### src/rtl/ysyx_220053_pkg.sv
// rtl/ysyx_220053_pkg.sv - shared constants and types for the fetch unit
package ysyx_220053_pkg;

  localparam int XLEN    = 64;
  localparam int INSTR_W = 32;

  localparam logic [XLEN-1:0] DEFAULT_RESET_PC = 64'h8000_0000;

  typedef struct packed {
    logic [XLEN-1:0]    pc;
    logic [INSTR_W-1:0] instr;
  } fetch_entry_t;

endpackage

### src/rtl/ysyx_220053_fetch_fifo.sv
// rtl/ysyx_220053_fetch_fifo.sv - small instruction buffer with synchronous flush
module ysyx_220053_fetch_fifo
  import ysyx_220053_pkg::*;
#(
  parameter int DEPTH = 2
) (
  input  logic                             clk,
  input  logic                             rst_n,
  input  logic                             flush,
  input  logic                             push,
  input  fetch_entry_t                     push_data,
  input  logic                             pop,
  output fetch_entry_t                     head,
  output logic [$clog2(DEPTH+1)-1:0]       count
);

  localparam int CW = $clog2(DEPTH + 1);
  localparam int PW = (DEPTH > 1) ? $clog2(DEPTH) : 1;

  fetch_entry_t  mem [DEPTH];
  logic [PW-1:0] rd_ptr;
  logic [PW-1:0] wr_ptr;
  logic [CW-1:0] cnt;
  logic          do_push;
  logic          do_pop;

  function automatic logic [PW-1:0] bump(input logic [PW-1:0] p);
    return (p == PW'(DEPTH - 1)) ? '0 : p + PW'(1);
  endfunction

  // Flush wins over everything, so a same-cycle pop or push is simply absorbed.
  assign do_push = push & ~flush;
  assign do_pop  = pop & (cnt != '0) & ~flush;

  always_ff @(posedge clk or negedge rst_n) begin
    if (!rst_n) begin
      rd_ptr <= '0;
      wr_ptr <= '0;
      cnt    <= '0;
    end else if (flush) begin
      rd_ptr <= '0;
      wr_ptr <= '0;
      cnt    <= '0;
    end else begin
      if (do_push) wr_ptr <= bump(wr_ptr);
      if (do_pop)  rd_ptr <= bump(rd_ptr);
      cnt <= cnt + CW'(do_push) - CW'(do_pop);
    end
  end

  always_ff @(posedge clk) begin
    if (do_push) mem[wr_ptr] <= push_data;
  end

  assign head  = mem[rd_ptr];
  assign count = cnt;

endmodule

### src/rtl/ysyx_220053_fetch.sv
// rtl/ysyx_220053_fetch.sv - instruction fetch: PC, credit-limited requests, redirect flush
module ysyx_220053_fetch
  import ysyx_220053_pkg::*;
#(
  parameter int          DEPTH    = 2,
  parameter logic [63:0] RESET_PC = DEFAULT_RESET_PC
) (
  input  logic        clk,
  input  logic        rst_n,
  output logic        imem_req_valid,
  input  logic        imem_req_ready,
  output logic [63:0] imem_req_addr,
  input  logic        imem_rsp_valid,
  input  logic [31:0] imem_rsp_data,
  output logic        instr_valid,
  input  logic        instr_ready,
  output logic [31:0] instr_o,
  output logic [63:0] pc_o,
  input  logic        redirect_valid,
  input  logic [63:0] redirect_pc
);

  localparam int CW = $clog2(DEPTH + 1);

  logic [63:0]   pc;
  logic [63:0]   resp_pc;
  logic [CW-1:0] outstanding;
  logic [CW-1:0] drop_cnt;
  logic [CW-1:0] count;
  logic [CW:0]   inflight;
  logic [63:0]   target;
  logic          req_fire;
  logic          rsp_fire;
  logic          keep;
  fetch_entry_t  head;
  fetch_entry_t  push_data;

  assign inflight       = {1'b0, outstanding} + {1'b0, count};
  assign imem_req_valid = rst_n & ~redirect_valid & (inflight < (CW+1)'(DEPTH));
  assign imem_req_addr  = pc;
  assign req_fire       = imem_req_valid & imem_req_ready;
  // A response with nothing outstanding is a leftover from before reset.
  assign rsp_fire       = imem_rsp_valid & (outstanding != '0);
  assign keep           = rsp_fire & (drop_cnt == '0) & ~redirect_valid;
  assign target         = {redirect_pc[63:2], 2'b00};
  assign push_data      = '{pc: resp_pc, instr: imem_rsp_data};

  always_ff @(posedge clk or negedge rst_n) begin
    if (!rst_n) begin
      pc          <= RESET_PC;
      resp_pc     <= RESET_PC;
      outstanding <= '0;
      drop_cnt    <= '0;
    end else begin
      outstanding <= outstanding + CW'(req_fire) - CW'(rsp_fire);
      if (redirect_valid) begin
        pc       <= target;
        resp_pc  <= target;
        // Everything still in flight after this edge belongs to the old path.
        drop_cnt <= outstanding - CW'(rsp_fire);
      end else begin
        if (req_fire) pc <= pc + 64'd4;
        if (keep) resp_pc <= resp_pc + 64'd4;
        if (rsp_fire && drop_cnt != '0) drop_cnt <= drop_cnt - CW'(1);
      end
    end
  end

  ysyx_220053_fetch_fifo #(.DEPTH(DEPTH)) u_fifo (
    .clk       (clk),
    .rst_n     (rst_n),
    .flush     (redirect_valid),
    .push      (keep),
    .push_data (push_data),
    .pop       (instr_valid & instr_ready),
    .head      (head),
    .count     (count)
  );

  assign instr_valid = (count != '0);
  assign instr_o     = head.instr;
  assign pc_o        = head.pc;

  assert property (@(posedge clk) disable iff (!rst_n) drop_cnt <= outstanding);
  assert property (@(posedge clk) disable iff (!rst_n) inflight <= (CW+1)'(DEPTH));

endmodule

### config.mk
export PLATFORM = sky130hd
export DESIGN_NAME = ysyx_220053_fetch
export DESIGN_NICKNAME = d
export VERILOG_FILES = /design/src/rtl/ysyx_220053_pkg.sv /design/src/rtl/ysyx_220053_fetch_fifo.sv /design/src/rtl/ysyx_220053_fetch.sv
export SDC_FILE = /design/constraint.sdc
export NUM_CORES = 1
export LEC_CHECK = 0
export CAP_MARGIN = 5
export CORE_UTILIZATION = 40
export DETAILED_ROUTE_END_ITERATION = 10
export GPL_TIMING_DRIVEN = 0
export PLACE_DENSITY = 0.65
export SYNTH_ARGS = -nofsm -noshare
export SYNTH_HDL_FRONTEND = slang
export SYNTH_SLANG_ARGS = --single-unit
### constraint.sdc
create_clock -name clk -period 8.6 [get_ports clk]
set_input_delay 1.29 -clock clk [delete_from_list [all_inputs] [get_ports clk]]
set_output_delay 1.29 -clock clk [all_outputs]
set_load 0.05 [all_outputs]
Word-level counts from Yosys, hierarchy flattened. Memory sizes are Yosys's and may differ from the RTL's. Cells that the tools add are included.

Bits of input ports: 102. Flip-flop bits (word level): 136. Memories kept: 1. Output and inout bits: 162. RAM bits: 192.

Memory list: u_fifo.mem (depth 2, width 96, rd ports 1, clocked after memory_dff 0, wr ports 1, RTL line ysyx_220053_fetch_fifo.sv:20) `fetch_entry_t mem [DEPTH];`.

$lt $le $gt $ge: 1. Bitwise logic cells: 11. Add/sub/neg operators: 11. Reductions and logical operators: 10. Multiplexer cells: 15.

Operators by type and width (count): $mux W64 (4); $add A64 B3 Y64 const B (2); $reduce_bool A2 Y1 (8); $and A1 B1 Y1 (10); $mux W1 (8); $mux W2 (3); $sub A2 B1 Y2 (3); $add A2 B1 Y2 (2); $add A2 B2 Y3 (1); $lt A3 B2 Y1 const B (1); $add A1 B1 Y1 const B (2); $logic_not A2 Y1 (1); $sub A2 B1 Y2 const B (1); $logic_and A1 B1 Y1 (1); $not A1 Y1 (1).

Depth between registers and ports, before layout. Gate-level depths: netlist (run 1).

Word-level depth: 8. Mapped depth: 13.

By module. From an unflattened synthesis (run 1), not the netlist that was laid out.

Cell total of the unflattened synthesis: 1202. Area, all modules: 15244.6 sq um.

By module, submodules not included: ysyx_220053_fetch (area an instance 8089.0 sq um, cells each 882, times used 1); ysyx_220053_fetch_fifo (area an instance 7155.6 sq um, cells each 320, times used 1).

Worst setup path before layout (run 1). No wires, ideal clock.

Path type: in2reg. From: input redirect_valid. To: memory u_fifo.mem[0][0] (netlist bit), enable pin. Data arrival time: 8496 ps. Data required time: 7938 ps. Library setup time: 662 ps. Slack: -558 ps. Buffers on the path: 4. Stages on the path: 5. Cells stage by stage: clkbuf_1 > clkbuf_1 > clkbuf_1 > buf_1 > nor3_1.

Cells in the longest elaborated chain, start to end: 5.

RTL lines: start, declared (RTL line ysyx_220053_fetch.sv:19) `input logic redirect_valid,`; $not A1 Y1 * (RTL line ysyx_220053_fetch_fifo.sv:32, ysyx_220053_fetch.sv:44); $and A1 B1 Y1 (RTL line ysyx_220053_fetch.sv:44) `assign keep = rsp_fire & (drop_cnt == '0) & ~redirect_valid;`; $and A1 B1 Y1 * (RTL line ysyx_220053_fetch_fifo.sv:32) `assign do_push = push & ~flush;`; $mux W1 * (RTL line ysyx_220053_fetch_fifo.sv:52) `if (do_push) mem[wr_ptr] <= push_data;`; $mux W1 (implied by the code) * (RTL line ysyx_220053_fetch_fifo.sv:52); end, declared (RTL line ysyx_220053_fetch_fifo.sv:20).

Mark *: on every way between the ends. The rest lies on a longest branch, timed or not.

Final worst setup path (run 1).
From: input rst_n. To: output imem_req_valid.

Cells in the longest elaborated chain, start to end: 2.

RTL lines: start, declared (RTL line ysyx_220053_fetch.sv:9) `input logic rst_n,`; $and A1 B1 Y1 (2 in a row) (RTL line ysyx_220053_fetch.sv:39) `assign imem_req_valid = rst_n & ~redirect_valid & (inflight < (CW+1)'(DEPTH));`; end, declared (RTL line ysyx_220053_fetch.sv:10) `output logic imem_req_valid,`.

No other way between the ends.

==> impl_results.md, run 1 <==
- Status: finished, final reports clean
- Die Width: just under 200 um
- Row count: 70
- Hold depth: 0
- Num ports: 264
- Final ANT Viol Nets: 0
- Antenna violations before repair: 1
- Ys Warns: 0
- Deepest clock path buffer count: 3
- Number of flops mapped to enable cells by yosys: 188
- Synthesized flop and latch total: 320
- # H-tree levels: 2
- R2r worst-path depth: 10
- Area grow syn2layout: 29.93%
- Drt initial violations: 1138
- Hold Crit Class: reg -> reg
- Worst Path Required: 7.31 ns
- Root Buffer: clkbuf_16
- Netlist Area Pre-Place: between 15000 and 20000 um^2
- Fin crit period: 5.431 ns
- Crit Path Class: in -> out
- Nets: about 1700
- Combinational fraction of design power: 28.8%
- Gp weighted congestion: 0.9384
- Synth unique cells: 71
- Post-synth ARST share: approximately two fifths
- Worst IR Drop VDD: 0.1414 mV
- Critical-path top delay cell: clkdlybuf4s50_1
- Design Power: between 0.004 and 0.005 W
- Chip height: 196.4 um
- First-pass GRT wire length: approximately 75000 um
- Slew @ Worst Pin: between 1 and 1.5 ns
- Final hold violation count: 0
- Final worst path period share: 63.15%
- Met2 Use GR: 40.41%
- Highest clock rate: 0.1841 GHz
- Setup violators final: 0
- Routed WL: 50490 um
- Switching Fraction: 34.72%
- Final instance area: 19640 um^2
- Post CTS Setup Buffer Count: 0
- Largest area contributor in the netlist: edfxtp_1
- Final Skew: 0.01628 ns
- Setup ws final: 3.169 ns
- Total gr overflow: 0
- Ys flop type: edfxtp_1
- Die area: 38570 um^2
- Initial Utilization: 40.99%
- Met3 GRT Util: 5.373%
- Worst path max stage delay: 0.85 ns
- CP Buf/Inv Count: 5
- Grt peak-use layer: met2
- Net switching power: 0.001682 W
- Crit Path Max Fanout: 91
- Layout cells sized above 1: 12.24%
- Port bufs: 257
- Capture point of the worst reg-to-reg path: imem_req_addr[51]
- Syn_area_per_cell: approximately 12 um^2
- Clock share of power: between 30% and 40%
- ANT cells: 0
- Total of max-cap violations: 0
- CP endpoint kind: primary output
- Setup_tns: 0 ns
- CP arrival: 4.14 ns
- Core Footprint: 36870 um^2
- Post-Place Worst Slack: 3.160 ns
- Rel. slew slack: 25.15%
- Sequence of cells on the critical path: buf_6 -> buf_16 -> or4b_2 -> clkbuf_1 -> inv_1 -> clkdlybuf4s50_1
- Vias in the first global route: 12040
- Crit path max-delay family: buffers and inverters
- TritonCTS buffer count: 36
- Vias: 12300
- PwrDens: 246.6 nW/um^2
- Total leakage power: 6.888 nW
- Hpwl dp: 36730 um
- Routed length per instance: ~24 um
- Syn Inst Count: 1269
- Filler Cell Count: 3244
- Min-delay src: resp_pc[17]
- Final Util: a little over half
- First-pass DRT Iterations: 6
- Worst r2r src: outstanding[0]
- Worst-Skew Late Latency: 0.53 ns
- Hold_buf cts: 0
- Most frequent cells in the layout: clkdlybuf4s50_1, edfxtp_1, nand2_1
- Flop pwr share: 40.2%
- End point of the worst hold path: u_fifo.mem[1][49]
- Final Max Slew Viols: 0
- Commonest non-fill, non-tap cell in the layout: clkdlybuf4s50_1
- RSZ-0062 raised after global routing: no
- Area contributors post-synth: edfxtp_1, dfrtp_1, mux2_2
- Top cell type's share of synthesized area: 37.35%
- CTS resizes: 0
- CTS tree: done
- Post-synthesis sequential area ratio: 59.22%
- Largest net degree at the start of global routing: 92
- GR met1 Demand/Resource: between 30% and 40%
- Internal power: 0.003162 W
- Placed cell areas: roughly 19000 um^2
- Reg2Reg Setup Slack: 4.58 ns
- Total GRT Usage: 25.99%
- Clock slew at reported path FFs: 0.06 ns
- Clk sink count: 320
- DRC Markers: 0
- Via-per-instance ratio: around 5.8
- Startpoint Class: primary input
-- per-stage QoR --
stage	cells	hold WS, ns
finish	2105	0.4836
global route	2105	0.4939
CTS	2105	0.4867
detailed placement	2041	0.4736
global placement	2033	0.4654
floorplan	1272	0.4368
-- area by class of cell --
type	instances	area, um^2	area share, %
inverters	29	108.9	0.5543
repair buffers	265	2746	13.98
well taps	504	630.6	3.211
multi-input cells	858	5812	29.59
flip-flops and latches	320	8951	45.58
clock inverters	13	121.4	0.6180
plain buffers	65	270.3	1.376
clock buffers	51	998.5	5.084
-- flip-flops by register name, indices dropped and copies added (netlist names) --
register       cells
imem_req_addr     62
u_fifo.wr_ptr      1
u_fifo.count       2
u_fifo.mem       188
resp_pc           62
outstanding        2
drop_cnt           2
u_fifo.rd_ptr      1
-- metal layers --
| metal | part of all wire (%) | vias up |
|---|---|---|
| li1 | - | 5499 |
| met3 | 9.1 | 117 |
| met1 | 42 | 6048 |
| met5 | 0 | - |
| met4 | 3.6 | 0 |
| met2 | 45 | 636 |
-- kinds of logic (layout without fill, tap and decap cells) --
kind of cell,Yosys count,count (layout),synth area share [%]
buffers and inverters,94,423,2.508
DFF,320,320,59.22
other,1,4,0.02481
and+or+nand+nor,509,509,17.85
adders and majority gates,9,9,0.7947
xor gates and xnor gates,52,52,3.013
AOI/OAI and AO/OA,163,163,7.666
muxes,121,121,8.924
-- Yosys cell counts, types with 24 or more instances --
cell type    n
o311ai_0    24
nor2_1      60
nor4_1      44
nand3_1     73
o21ai_0     44
inv_1       27
dfrtp_1    130
nand4_1     70
clkbuf_1    47
nor3_1      25
nand2_1    133
xnor2_1     33
edfxtp_1   188
o211ai_1    28
mux2_2     110
-- power groups by stage --
stage	logic (W)	clock network [W]	registers, W
after global placement	0.00136	0	0.00198
after global routing	0.00146	0.00158	0.00197
after detailed placement	0.00139	0	0.00197
final	0.00140	0.00150	0.00195
after CTS	0.00140	0.00152	0.00194
after floorplan	0.000777	0	0.00205
-- how the worst max path moves through the flow --
| stage | start | end | depth (start not counted) |
|---|---|---|---|
| 2_1_floorplan | redirect_valid | u_fifo.mem[0][0] | 5 |
| 5_1_grt | rst_n | imem_req_valid | 6 |
| 3_3_place_gp | rst_n | imem_req_valid | 5 |
| 3_5_place_dp | rst_n | imem_req_valid | 6 |
| 4_1_cts | rst_n | imem_req_valid | 6 |
| 6_report | rst_n | imem_req_valid | 6 |
(Power assumes the default switching activity.)
==> inputs of run 2 (changes only) <==
==> constraint.sdc (replaced) <==
create_clock -name clk -period 5.6 [get_ports clk]
set_input_delay 0.84 -clock clk [delete_from_list [all_inputs] [get_ports clk]]
set_output_delay 0.84 -clock clk [all_outputs]
set_load 0.05 [all_outputs]
==> run 2 against run 1 <==
  * Core utilization is 0.44 points higher
  * Register-to-register slack worse by 2.9 ns
  * Die area did not move
  * Routed wire length fell by 0.33%
  * Clock skew rose by 0.0053 ns
  * Sequential cell count did not move
  * Design area up 0.83%
  * Total power grew 57%
  * Critical path type is now reg -> out
==> impl_results.md, run 2 (synthesis results as in run 1) <==
- Final Max Slew Viols: 0
- Port bufs: around 260
- Initial Utilization: around two fifths
- Vias: 12430
- Final hold violation count: 0
- Drt initial violations: 1215
- Final Skew: 0.02154 ns
- Met3 GRT Util: 4.894%
- Clock slew at reported path FFs: 0.06 ns
- TritonCTS buffer count: 37
- Core Footprint: 36870 um^2
- Post CTS Setup Buffer Count: 0
- Rel. slew slack: between 20 and 25%
- Worst path max stage delay: 0.86 ns
- Routed length per instance: 23.84 um
- First-pass GRT wire length: 74800 um
- CTS tree: done
- Nets: 1687
- Reg with most FFs: u_fifo.mem
- Worst Path Required: about 4.8 ns
- Crit path top cell by count: inv_1
- Hold Slack: between 0.2 and 0.3 ns
- Fin crit period: 4.522 ns
- Most frequent cells in the layout: clkdlybuf4s50_1, edfxtp_1, nand2_1
- Die area: 38570 um^2
- Hold Crit Class: in -> async
- Die Width: 196.4 um
- CP Launch Point: outstanding[0]
- RSZ-0062 raised after global routing: no
- Crit Path Class: reg -> out
- Deepest clock path buffer count: 3
- Largest net degree at the start of global routing: 79
- # H-tree levels: 2
- Capture point of the worst reg-to-reg path: imem_req_addr[38]
- First-pass DRT Iterations: 6
- Hold_buf cts: 0
- Total GRT Usage: 25.92%
- CTS resizes: 0
- Final Util: 53.71%
- Layout Cells excl Fill: roughly 2100
- GR met1 Demand/Resource: a little over a third
- Via-per-instance ratio: 5.886
- CP arrival: 3.68 ns
- Startpoint Class: register
- Highest clock rate: approximately 0.22 GHz
- Row count: 70
- Sequence of cells on the critical path: inv_1 -> nor2_1 -> fa_1 -> or4b_2 -> clkbuf_1 -> inv_1 -> clkdlybuf4s50_1
- Clk sink count: 320
- Worst-Skew Late Latency: 0.53 ns
- Final worst path period share: 80.74%
- Critical-path top delay cell: clkdlybuf4s50_1
- Vias in the first global route: 11960
- Total leakage power: 6.960 nW
- Critical Path Sink: imem_req_valid
- Hpwl dp: 36720 um
- Setup violators final: 0
- Layout cells sized above 1: 12.65%
- DP Cell Count: 2041
- Slew @ Worst Pin: approximately 1.2 ns
- Total gr overflow: 0
- Met2 Use GR: 40.46%
- Final ANT Viol Nets: 0
- Crit Path Max Fanout: 7
- Area grow syn2layout: 31.02%
- Status: finished, final reports clean
- Routed WL: 50330 um
- Antenna violations before repair: 0
- Worst r2r src: outstanding[0]
- Num ports: 264
- PwrDens: 384.4 nW/um^2
- DRC Markers: 0
- Commonest non-fill, non-tap cell in the layout: clkdlybuf4s50_1
- Chip height: 196.4 um
- Reg2Reg Setup Slack: roughly 1.7 ns
- Root Buffer: clkbuf_16
- Grt peak-use layer: met2
- CP endpoint kind: primary output
- Gp weighted congestion: 0.9582
- Max reg flops: 188
- R2r worst-path depth: 11
- Worst IR Drop VDD: about 0.24 mV
- Total of max-cap violations: 0
## run 2: where the power goes
part           internal (W)  switching [W]  leakage [nW]
registers           0.00275       0.000239          3.27
clock network       0.00150       0.000967         0.610
logic              0.000773        0.00138          3.08
total               0.00503        0.00259          6.96
## run 2: worst min-delay path by stage
| stage | cells past startpoint | to | slack [ns] | from |
|---|---|---|---|---|
| finish | 1 | imem_req_addr[60] | 0.27 | rst_n |
| global placement | 0 | u_fifo.mem[0][49] | 0.45 | resp_pc[17] |
| detailed placement | 0 | u_fifo.mem[1][49] | 0.46 | resp_pc[17] |
| CTS | 1 | imem_req_addr[60] | 0.30 | rst_n |
| floorplan | 0 | u_fifo.mem[0][50] | 0.44 | resp_pc[18] |
| global route | 1 | imem_req_addr[60] | 0.32 | rst_n |
## run 2: layout make-up
cell class	count	area (um^2)
Inverter	29	108.9
Sequential cell	320	8951
Fill cell	3228	17070
Timing Repair Buffer	265	2781
Clock buffer	51	1051
Buffer	65	270.3
Tap cell	504	630.6
Clock inverter	17	186.4
Multi-Input combinational cell	858	5818
Antenna cell	2	5.005
## run 2: layer usage
metal	share of wire (%)	routed length (um)	up-vias
met5	0	0	-
met4	3.4	1724	0
met3	9.4	4710	109
met2	45	22790	696
met1	42	21100	6130
li1	-	-	5490
## run 2: per-stage QoR
| stage | worst slack (ns) | power [W] | setup TNS (ns) | instance area (um^2) |
|---|---|---|---|---|
| final | 1.079 | 0.007612 | 0 | 19800 |
| after global routing | 1.018 | 0.007865 | 0 | 19800 |
| after CTS | 1.136 | 0.007645 | 0 | 19800 |
| after detailed placement | 0.7690 | 0.005177 | 0 | 18560 |
| after global placement | -3.460 | 0.005118 | -789.22 | 18340 |
| after floorplan | 1.204 | 0.004334 | 0 | 15140 |
## run 2: worst max-delay path, delay by kind of cell (launching register included)
family / cells / cell delay (ns)
adders and majority gates: 1 / 0.50
buffers and inverters: 4 / 1.45
DFF: 1 / 0.43
and+or+nand+nor: 2 / 0.78
==> inputs of run 3 (changes only) <==
==> constraint.sdc (replaced) <==
create_clock -name clk -period 4.7 [get_ports clk]
set_input_delay 0.705 -clock clk [delete_from_list [all_inputs] [get_ports clk]]
set_output_delay 0.705 -clock clk [all_outputs]
set_load 0.05 [all_outputs]
==> results of run 3 <==
Same layout as run 2 (identical final DEF). Status: finished, final reports clean.
Main changes from that run: setup slack after placement 0.7690 ns -> 0.004001 ns; setup slack after layout 1.079 ns -> 0.3135 ns; hold slack 0.2663 ns -> 0.1313 ns; register-to-register setup slack 1.66 ns -> 0.76 ns; total power 0.007612 W -> 0.009070 W; worst IR drop on VDD 0.2383 mV -> 0.2840 mV
